==> src/rtl/rename_unit_pkg.sv <==
// Shared sizes and tag types for the rename stage: architectural index, physical tag
// and free-list geometry.
package rename_unit_pkg;

    localparam int ARCH_NUM = 64;
    localparam int PREG_NUM = 128;
    localparam int FL_DEPTH = PREG_NUM - ARCH_NUM;

    localparam int AREG_W  = $clog2(ARCH_NUM);
    localparam int PREG_W  = $clog2(PREG_NUM);
    localparam int FL_PTR_W = $clog2(FL_DEPTH);
    localparam int FL_CNT_W = FL_PTR_W + 1;

    typedef logic [AREG_W-1:0]   areg_t;
    typedef logic [PREG_W-1:0]   preg_t;
    typedef logic [FL_PTR_W-1:0] fl_ptr_t;
    typedef logic [FL_CNT_W-1:0] fl_cnt_t;

endpackage

==> src/rtl/rename_unit_free_list.sv <==
// Circular free list of physical tags: pops at head, pushes at tail, and can rewind
// head by up to two slots to hand rolled-back tags back out in their original order.
module rename_unit_free_list
    import rename_unit_pkg::*;
(
    input  logic       clk,
    input  logic       rst,
    input  logic       pop,
    input  logic       push,
    input  preg_t      push_tag,
    input  logic [1:0] rewind_n,
    output preg_t      head_tag,
    output fl_cnt_t    count
);

    preg_t   fl [FL_DEPTH];
    fl_ptr_t head;
    fl_ptr_t tail;

    assign head_tag = fl[head];

    always_ff @(posedge clk) begin
        if (rst) begin
            for (int j = 0; j < FL_DEPTH; j++) begin
                fl[j] <= preg_t'(ARCH_NUM + j);
            end
            head  <= '0;
            tail  <= '0;
            count <= fl_cnt_t'(FL_DEPTH);
        end else begin
            if (push) begin
                fl[tail] <= push_tag;
                tail     <= tail + fl_ptr_t'(1);
            end
            // Pop and rewind are mutually exclusive (rewind only during recovery),
            // so a single adder covers both head moves.
            head  <= head + fl_ptr_t'(pop) - fl_ptr_t'(rewind_n);
            count <= count + fl_cnt_t'(push) + fl_cnt_t'(rewind_n) - fl_cnt_t'(pop);
        end
    end

endmodule

==> src/rtl/rename_unit.sv <==
// Register rename stage: speculative alias table plus free-list management, with
// commit-time reclamation and two-per-cycle rollback of speculative mappings.
module rename_unit
    import rename_unit_pkg::*;
(
    input  logic  clk,
    input  logic  rst,
    input  logic  ID_valid,
    input  areg_t ID_A_rs1,
    input  areg_t ID_A_rs2,
    input  areg_t ID_A_rd,
    input  logic  ID_rd_we,
    input  logic  DC_ready,
    output logic  rename_ready,
    output preg_t DC_P_rs1,
    output preg_t DC_P_rs2,
    output preg_t DC_P_rd_new,
    output preg_t DC_P_rd_old,
    input  logic  commit_wb_en,
    input  preg_t commit_P_rd_old,
    input  logic  stall,
    input  logic  rollback_en_0,
    input  areg_t rollback_A_rd_0,
    input  preg_t rollback_P_rd_old_0,
    input  preg_t rollback_P_rd_new_0,
    input  logic  rollback_en_1,
    input  areg_t rollback_A_rd_1,
    input  preg_t rollback_P_rd_old_1,
    input  preg_t rollback_P_rd_new_1,
    output fl_cnt_t free_count
);

    preg_t      rat [ARCH_NUM];
    preg_t      fl_head_tag;
    fl_cnt_t    fl_count;
    logic       need_alloc;
    logic       fire;
    logic       do_alloc;
    logic       do_push;
    logic       rb_valid_0;
    logic       rb_valid_1;
    logic       rb_free_0;
    logic       rb_free_1;
    logic [1:0] rb_n;

    assign need_alloc   = ID_rd_we && (ID_A_rd != '0);
    assign rename_ready = !stall && (!need_alloc || (fl_count != '0));
    assign fire         = ID_valid && DC_ready && rename_ready;
    assign do_alloc     = fire && need_alloc;
    assign do_push      = commit_wb_en && (commit_P_rd_old != '0);

    // Entry 1 is only meaningful behind entry 0; a lone en_1 is dropped.
    assign rb_valid_0 = stall && rollback_en_0;
    assign rb_valid_1 = stall && rollback_en_0 && rollback_en_1;
    assign rb_free_0  = rb_valid_0 && (rollback_P_rd_new_0 != '0);
    assign rb_free_1  = rb_valid_1 && (rollback_P_rd_new_1 != '0);
    assign rb_n       = {1'b0, rb_free_0} + {1'b0, rb_free_1};

    assign DC_P_rs1    = rat[ID_A_rs1];
    assign DC_P_rs2    = rat[ID_A_rs2];
    assign DC_P_rd_old = need_alloc ? rat[ID_A_rd] : '0;
    assign DC_P_rd_new = need_alloc ? fl_head_tag  : '0;
    assign free_count  = fl_count;

    // Entry 1 is older, so it is written last and wins on a shared A_rd.
    always_ff @(posedge clk) begin
        if (rst) begin
            for (int i = 0; i < ARCH_NUM; i++) begin
                rat[i] <= preg_t'(i);
            end
        end else begin
            if (do_alloc) begin
                rat[ID_A_rd] <= fl_head_tag;
            end
            if (rb_valid_0 && (rollback_A_rd_0 != '0)) begin
                rat[rollback_A_rd_0] <= rollback_P_rd_old_0;
            end
            if (rb_valid_1 && (rollback_A_rd_1 != '0)) begin
                rat[rollback_A_rd_1] <= rollback_P_rd_old_1;
            end
        end
    end

    rename_unit_free_list u_free_list (
        .clk      (clk),
        .rst      (rst),
        .pop      (do_alloc),
        .push     (do_push),
        .push_tag (commit_P_rd_old),
        .rewind_n (rb_n),
        .head_tag (fl_head_tag),
        .count    (fl_count)
    );

endmodule

==> config.mk <==
export PLATFORM = sky130hd
export DESIGN_NAME = rename_unit
export DESIGN_NICKNAME = d
export VERILOG_FILES = /design/src/rtl/rename_unit_pkg.sv /design/src/rtl/rename_unit_free_list.sv /design/src/rtl/rename_unit.sv
export SDC_FILE = /design/constraint.sdc
export NUM_CORES = 2
export LEC_CHECK = 0
export CORE_MARGIN = 1.5
export CORE_UTILIZATION = 50
export DETAILED_ROUTE_END_ITERATION = 7
export PLACE_DENSITY_LB_ADDON = 0.15
export SETUP_SLACK_MARGIN = 0.3
export SYNTH_ARGS = -nofsm -noshare
export SYNTH_HDL_FRONTEND = slang
export SYNTH_HIERARCHICAL = 1
export SYNTH_SLANG_ARGS = --single-unit
==> constraint.sdc <==
create_clock -name clk -period 7.1 [get_ports clk]
set_input_delay 1.065 -clock clk [delete_from_list [all_inputs] [get_ports clk]]
set_output_delay 1.065 -clock clk [all_outputs]
set_load 0.005 [all_outputs]
**Word level (Yosys, flattened, before mapping)**

Memory sizes are Yosys's and may differ from the RTL's. A register that Yosys moved wholly into a read port is not among the register bits.
Index checks and enable logic that the tools add are counted.

- $add $sub $neg: 7
- Multiply operators: 0
- Div/mod/pow operators: 0
- Magnitude comparators: 0
- Equal/unequal tests: 0
- Shifts and indexed selects: 0
- Mux-type cells: 29
- Bitwise operators: 0
- Reductions and logical operators: 26

Operators by type and width:

| operator | count |
|---|---|
| 7-bit 2-to-1 mux | 6 |
| 6-bit 2-to-1 mux | 5 |
| 7-bit nonzero test | 4 |
| 7-bit OR reduction | 4 |
| 1-bit 2-to-1 mux | 18 |
| 6-bit nonzero test | 3 |
| 1-bit logical AND | 12 |
| 7-bit by 1-bit adder with 7-bit output | 1 |
| 7-bit by 2-bit adder with 7-bit output | 1 |
| 7-bit by 1-bit subtractor with 7-bit output | 1 |
| 6-bit by 1-bit adder with 6-bit output | 1 |
| 6-bit by 1-bit adder with 6-bit output (second input constant) | 1 |
| 6-bit by 2-bit subtractor with 6-bit output | 1 |
| 1-bit by 1-bit adder with 2-bit output | 1 |
| 1-bit zero test | 2 |
| 1-bit logical OR | 1 |

- Register bits: 19
- Latch bits: 0
- Bits in writable memories: 896
- Bits in read-only memories: 0
- Output and inout port bits: 36
- Memories: 2

Memories:

| memory | words | width | read ports | clocked after Yosys merged registers in | write ports | line | source |
|---|---|---|---|---|---|---|---|
| rat | 64 | 7 | 3 | 0 | 64 | rename_unit.sv:33 | `preg_t rat [ARCH_NUM];` |
| u_free_list.fl | 64 | 7 | 1 | 1 | 64 | rename_unit_free_list.sv:16 | `preg_t fl [FL_DEPTH];` |

**Depth between registers and ports, before layout**

- Depth in word-level cells: 13
- Depth in mapped cells: 15
- Mapped depth without buffers: 13

**Modules after synthesis**

The synthesis kept the hierarchy.

Modules (own cells, without submodules):

| module | times used | cells each | area each (µm²) | seq. area each (µm²) |
|---|---|---|---|---|
| rename_unit | 1 | 2,615 | 31,813.0 | 13,452.9 |
| rename_unit_free_list | 1 | 1,599 | 21,668.3 | 13,833.3 |

**Worst setup path before layout**

Ideal clock, no wire load.

- Path kind: input-to-reg
- From: input port ID_A_rd[1]
- To: register u_free_list.count[6]
- Setup time: 128 ps
- Data arrival time: 4,320 ps
- Data required time: 6,972 ps
- Slack: 2,652 ps
- Cell stages on the path: 15
- Path buffers: 2
- Cell sequence: clkbuf_1 -> nor2_1 -> a31oi_1 -> buf_1 -> inv_1 -> a2111oi_0 -> ha_1 -> fa_1 -> fa_1 -> nor2b_1 -> o21ai_0 -> a21boi_0 -> o21ai_0 -> a21oi_1 -> a31oi_1

- Longest elaborated chain between the ends: 8

Ends and longest elaborated chain:

| element | line | source |
|---|---|---|
| start, declared | rename_unit.sv:11 | `input areg_t ID_A_rd,` |
| 6-bit nonzero test * | rename_unit.sv:46 | `assign need_alloc = ID_rd_we && (ID_A_rd != '0);` |
| 1-bit logical AND * | rename_unit.sv:46 |  |
| 1-bit zero test | rename_unit.sv:47 | `assign rename_ready = !stall && (!need_alloc \|\| (fl_count != '0));` |
| 1-bit logical OR | rename_unit.sv:47 |  |
| 1-bit logical AND | rename_unit.sv:47 |  |
| 1-bit logical AND | rename_unit.sv:48 | `assign fire = ID_valid && DC_ready && rename_ready;` |
| 1-bit logical AND * | rename_unit.sv:49 | `assign do_alloc = fire && need_alloc;` |
| via do_alloc | rename_unit.sv:38 | `logic do_alloc;` |
| 7-bit by 1-bit subtractor with 7-bit output * | rename_unit_free_list.sv:38 | `count <= count + fl_cnt_t'(push) + fl_cnt_t'(rewind_n) - fl_cnt_t'(pop);` |
| end signal, assigned | rename_unit_free_list.sv:29 | `count <= fl_cnt_t'(FL_DEPTH);` |
| end signal, assigned | rename_unit_free_list.sv:38 |  |
| end, declared | rename_unit_free_list.sv:13 | `output fl_cnt_t count` |

The timed path passes the listed nets; every way through them passes the cells marked *.
A chain may end at the register's enable or synchronous reset.

==> flow_summary.ini <==
[run_status]
status = finished, violations left
failed_checks = design-rule violations

[yosys]
syn_area_per_cell_um2 = 12.7
synth_edf_count = 896
ys_seq_elements = 915
synth-seq-area-share_pct = 51.0
synthCells = 4214
synth_area_um2 = 53500
synth_ff_type = edfxtp_1
yosysWarnings = 6
yosys.cell_types.count = 77
postSynth.asyncResetShare_pct = 0

[drt]
routed_wl_um = 197000
route.detailed.drc = 2
first_iter_violations = 6539
antenna_left = 0
wl_per_cell_um = 35.3
drt_first_pass_iters = 8
vias = 40213
viasPerCell = 7.19

[power]
p_per_area_nw_per_um2 = 248
power_switching_mw = 4.45
swShare_pct = 30.5
seq_power_share_pct = 43.4
pwr-share-comb_pct = 20.0
vdd_drop_max_mv = 0.253
intPower_mw = 10.1
clkPwrFrac_pct = 36.6
p_leak_nw = 17.4

[critical_path]
path_max_fanout = 23
reg2regPathDepth = 9
cp.required_ps = 6030
critPathMaxStageDelay_ps = 960
worstPathArrival_ps = 5020
cp-endpoint = DC_P_rd_new[6]
r2r_end = rat[48][0]$_DFFE_PP_
endpoint_kind = output pin
crit_buf_inv = 3
rrSetupSlack_ps = 1920
cp-startpoint = u_free_list/head[2]$_SDFF_PP0_
slowest_stage = dfxtp_1
crit_cells = 9
crit_type = reg2out
cp-start-kind = flip-flop
path_cells = inv_1 > nand2_1 > o22ai_1 > nor4_1 > nor2_1 > a41oi_1 > buf_4 > and2_1 > clkdlybuf4s50_1
critPathTopFamily = simple AND/OR/NAND/NOR gates
r2r_start = u_free_list/head[2]$_SDFF_PP0_

[layout]
final_nets = 4206
final_common_cell = edfxtp_1
area_growth_pct = 9.85
final_cell_mix = 896 x edfxtp_1, 556 x nand2_1, 482 x mux4_2
drive_above_1_share_pct = 20.7

[clock_network]
htreeDepth = 3
insertion_delay_ps = 730
clock_sink_count = 915
cts-buffers-inserted = 97
cts_resized = 0
clockBufferDepth = 3
clk_pin_slew_ps = 60
hold_buffers = 0
root_buffer = clkbuf_16
post_cts_buffers = 0
cts_tree = built

[run]
maxCapViolations = 0

[sta]
hold-worst-slack_ps = 676
fin_skew_ps = 43.9
tightest_slew_ps = 1360
fmax_mhz = 164
finalSetupViolCount = 0
fin_crit_ps = 6090
tns_ps = 0
relSlewSlack_pct = 9.02
post-route-period-util_pct = 85.8
maxSlewViolCount = 0
hold_viol_final = 0
rsz0062_at_grt = false

[global_route]
grt_usage_pct = 36.2
grt_pass1_vias = 37765
grt-ovfl-total = 0
grt_pass1_wl_um = 279000
antenna_found_initial = 9
grt_max_degree = 66

[die]
io_pins = 110
die-area_um2 = 109000
die_w_um = 330
coreArea_um2 = 106000
dieHeight_um = 330
start_util_pct = 50.6
rows = 119

[placed_design]
io_buffers = 109
dpl.hpwl_um = 135000
gp_congestion = 1.07

[worst_hold_path]
hp-class = reg2reg
-- synth_stat cells, types with 44 or more instances --
cell type / instances / area share [%]
a31oi_1: 200 / 2.3
nor3_1: 130 / 1.2
nor2_1: 465 / 3.3
mux4_2: 482 / 20
nand2_1: 557 / 3.9
buf_2: 77 / 0.72
or2_2: 49 / 0.57
edfxtp_1: 896 / 50
o31ai_1: 249 / 3.5
nor2b_1: 44 / 0.51
mux2i_1: 69 / 1.3
clkbuf_1: 289 / 2.0
or3_1: 97 / 1.1
-- cell families (layout without fill, tap and decap cells) --
| family | after synthesis | count (layout) | share of synthesized area [%] |
|---|---|---|---|
| AOI/OAI and AO/OA | 684 | 684 | 8.86 |
| xor gates and xnor gates | 11 | 11 | 0.180 |
| adders and majority gates | 19 | 19 | 0.487 |
| buffers and inverters | 459 | 434 | 3.68 |
| DFF | 915 | 915 | 51.0 |
| muxes | 588 | 588 | 22.8 |
| other | 1 | 12 | 0.00701 |
| and+or+nand+nor | 1537 | 1537 | 13.0 |
-- metal layers --
metal  share of wire [%]  routed length (um)  track usage, %
met1                  35               69700            47.5
met2                  43               85600            53.3
met3                  15               28700            12.2
met4                 6.6               13000            20.0
met5               0.045                  88               0
-- worst min-delay path by stage --
stage	start	cells after the start	end
3_5_place_dp	u_free_list/tail[1]$_SDFFE_PP0P_	2	u_free_list/tail[1]$_SDFFE_PP0P_
3_3_place_gp	u_free_list/tail[0]$_SDFFE_PP0P_	2	u_free_list/tail[0]$_SDFFE_PP0P_
4_1_cts	u_free_list/tail[1]$_SDFFE_PP0P_	2	u_free_list/tail[1]$_SDFFE_PP0P_
6_report	u_free_list/tail[1]$_SDFFE_PP0P_	2	u_free_list/tail[1]$_SDFFE_PP0P_
5_1_grt	u_free_list/tail[1]$_SDFFE_PP0P_	2	u_free_list/tail[1]$_SDFFE_PP0P_
2_1_floorplan	u_free_list/tail[1]$_SDFFE_PP0P_	3	u_free_list/tail[1]$_SDFFE_PP0P_
-- flip-flops by register name (all words and copies together) (netlist names) --
signal	flops
u_free_list/count	7
rat	448
u_free_list/head	6
u_free_list/tail	6
u_free_list/fl	448
-- cell type report --
type	instances	area, um2
tap	1391	1740
sequential	915	27300
inverter	32	120
multi-input combinational	2846	24300
timing repair buffer	221	1960
antenna	5	12.5
fill	8662	47000
clock inverter	66	753
clock buffer	115	2540
-- worst reg2reg max path: stages, from the launching register on --
cell and delay (ps):
dfxtp_1 960, inv_1 610, nand2_1 440, o22ai_1 180
nor4_1 720, nor2_1 80, a41oi_1 250, mux2_2 880
nand2_1 480, o31ai_1 380
-- metrics by stage --
step	worst slack [ps]	std cells	area [um2]	total power [mW]	utilization, %
global placement	1590	5405	55400	9.22	52.5
finish	1010	5591	58800	14.6	55.6
floorplan	2650	4220	53500	7.98	-
CTS	1160	5586	58700	14.5	55.6
detailed placement	1750	5405	55400	9.23	52.5
global route	1030	5586	58700	14.9	55.6
-- power by group through the flow --
stage          clock, mW  combinational, mW  sequential, mW
2_1_floorplan          0               1.72            6.26
3_3_place_gp           0               2.79            6.43
3_5_place_dp           0               2.79            6.44
4_1_cts             5.37               2.80            6.33
5_1_grt             5.56               2.97            6.35
6_report            5.34               2.92            6.33
(Power assumes the default switching activity.)
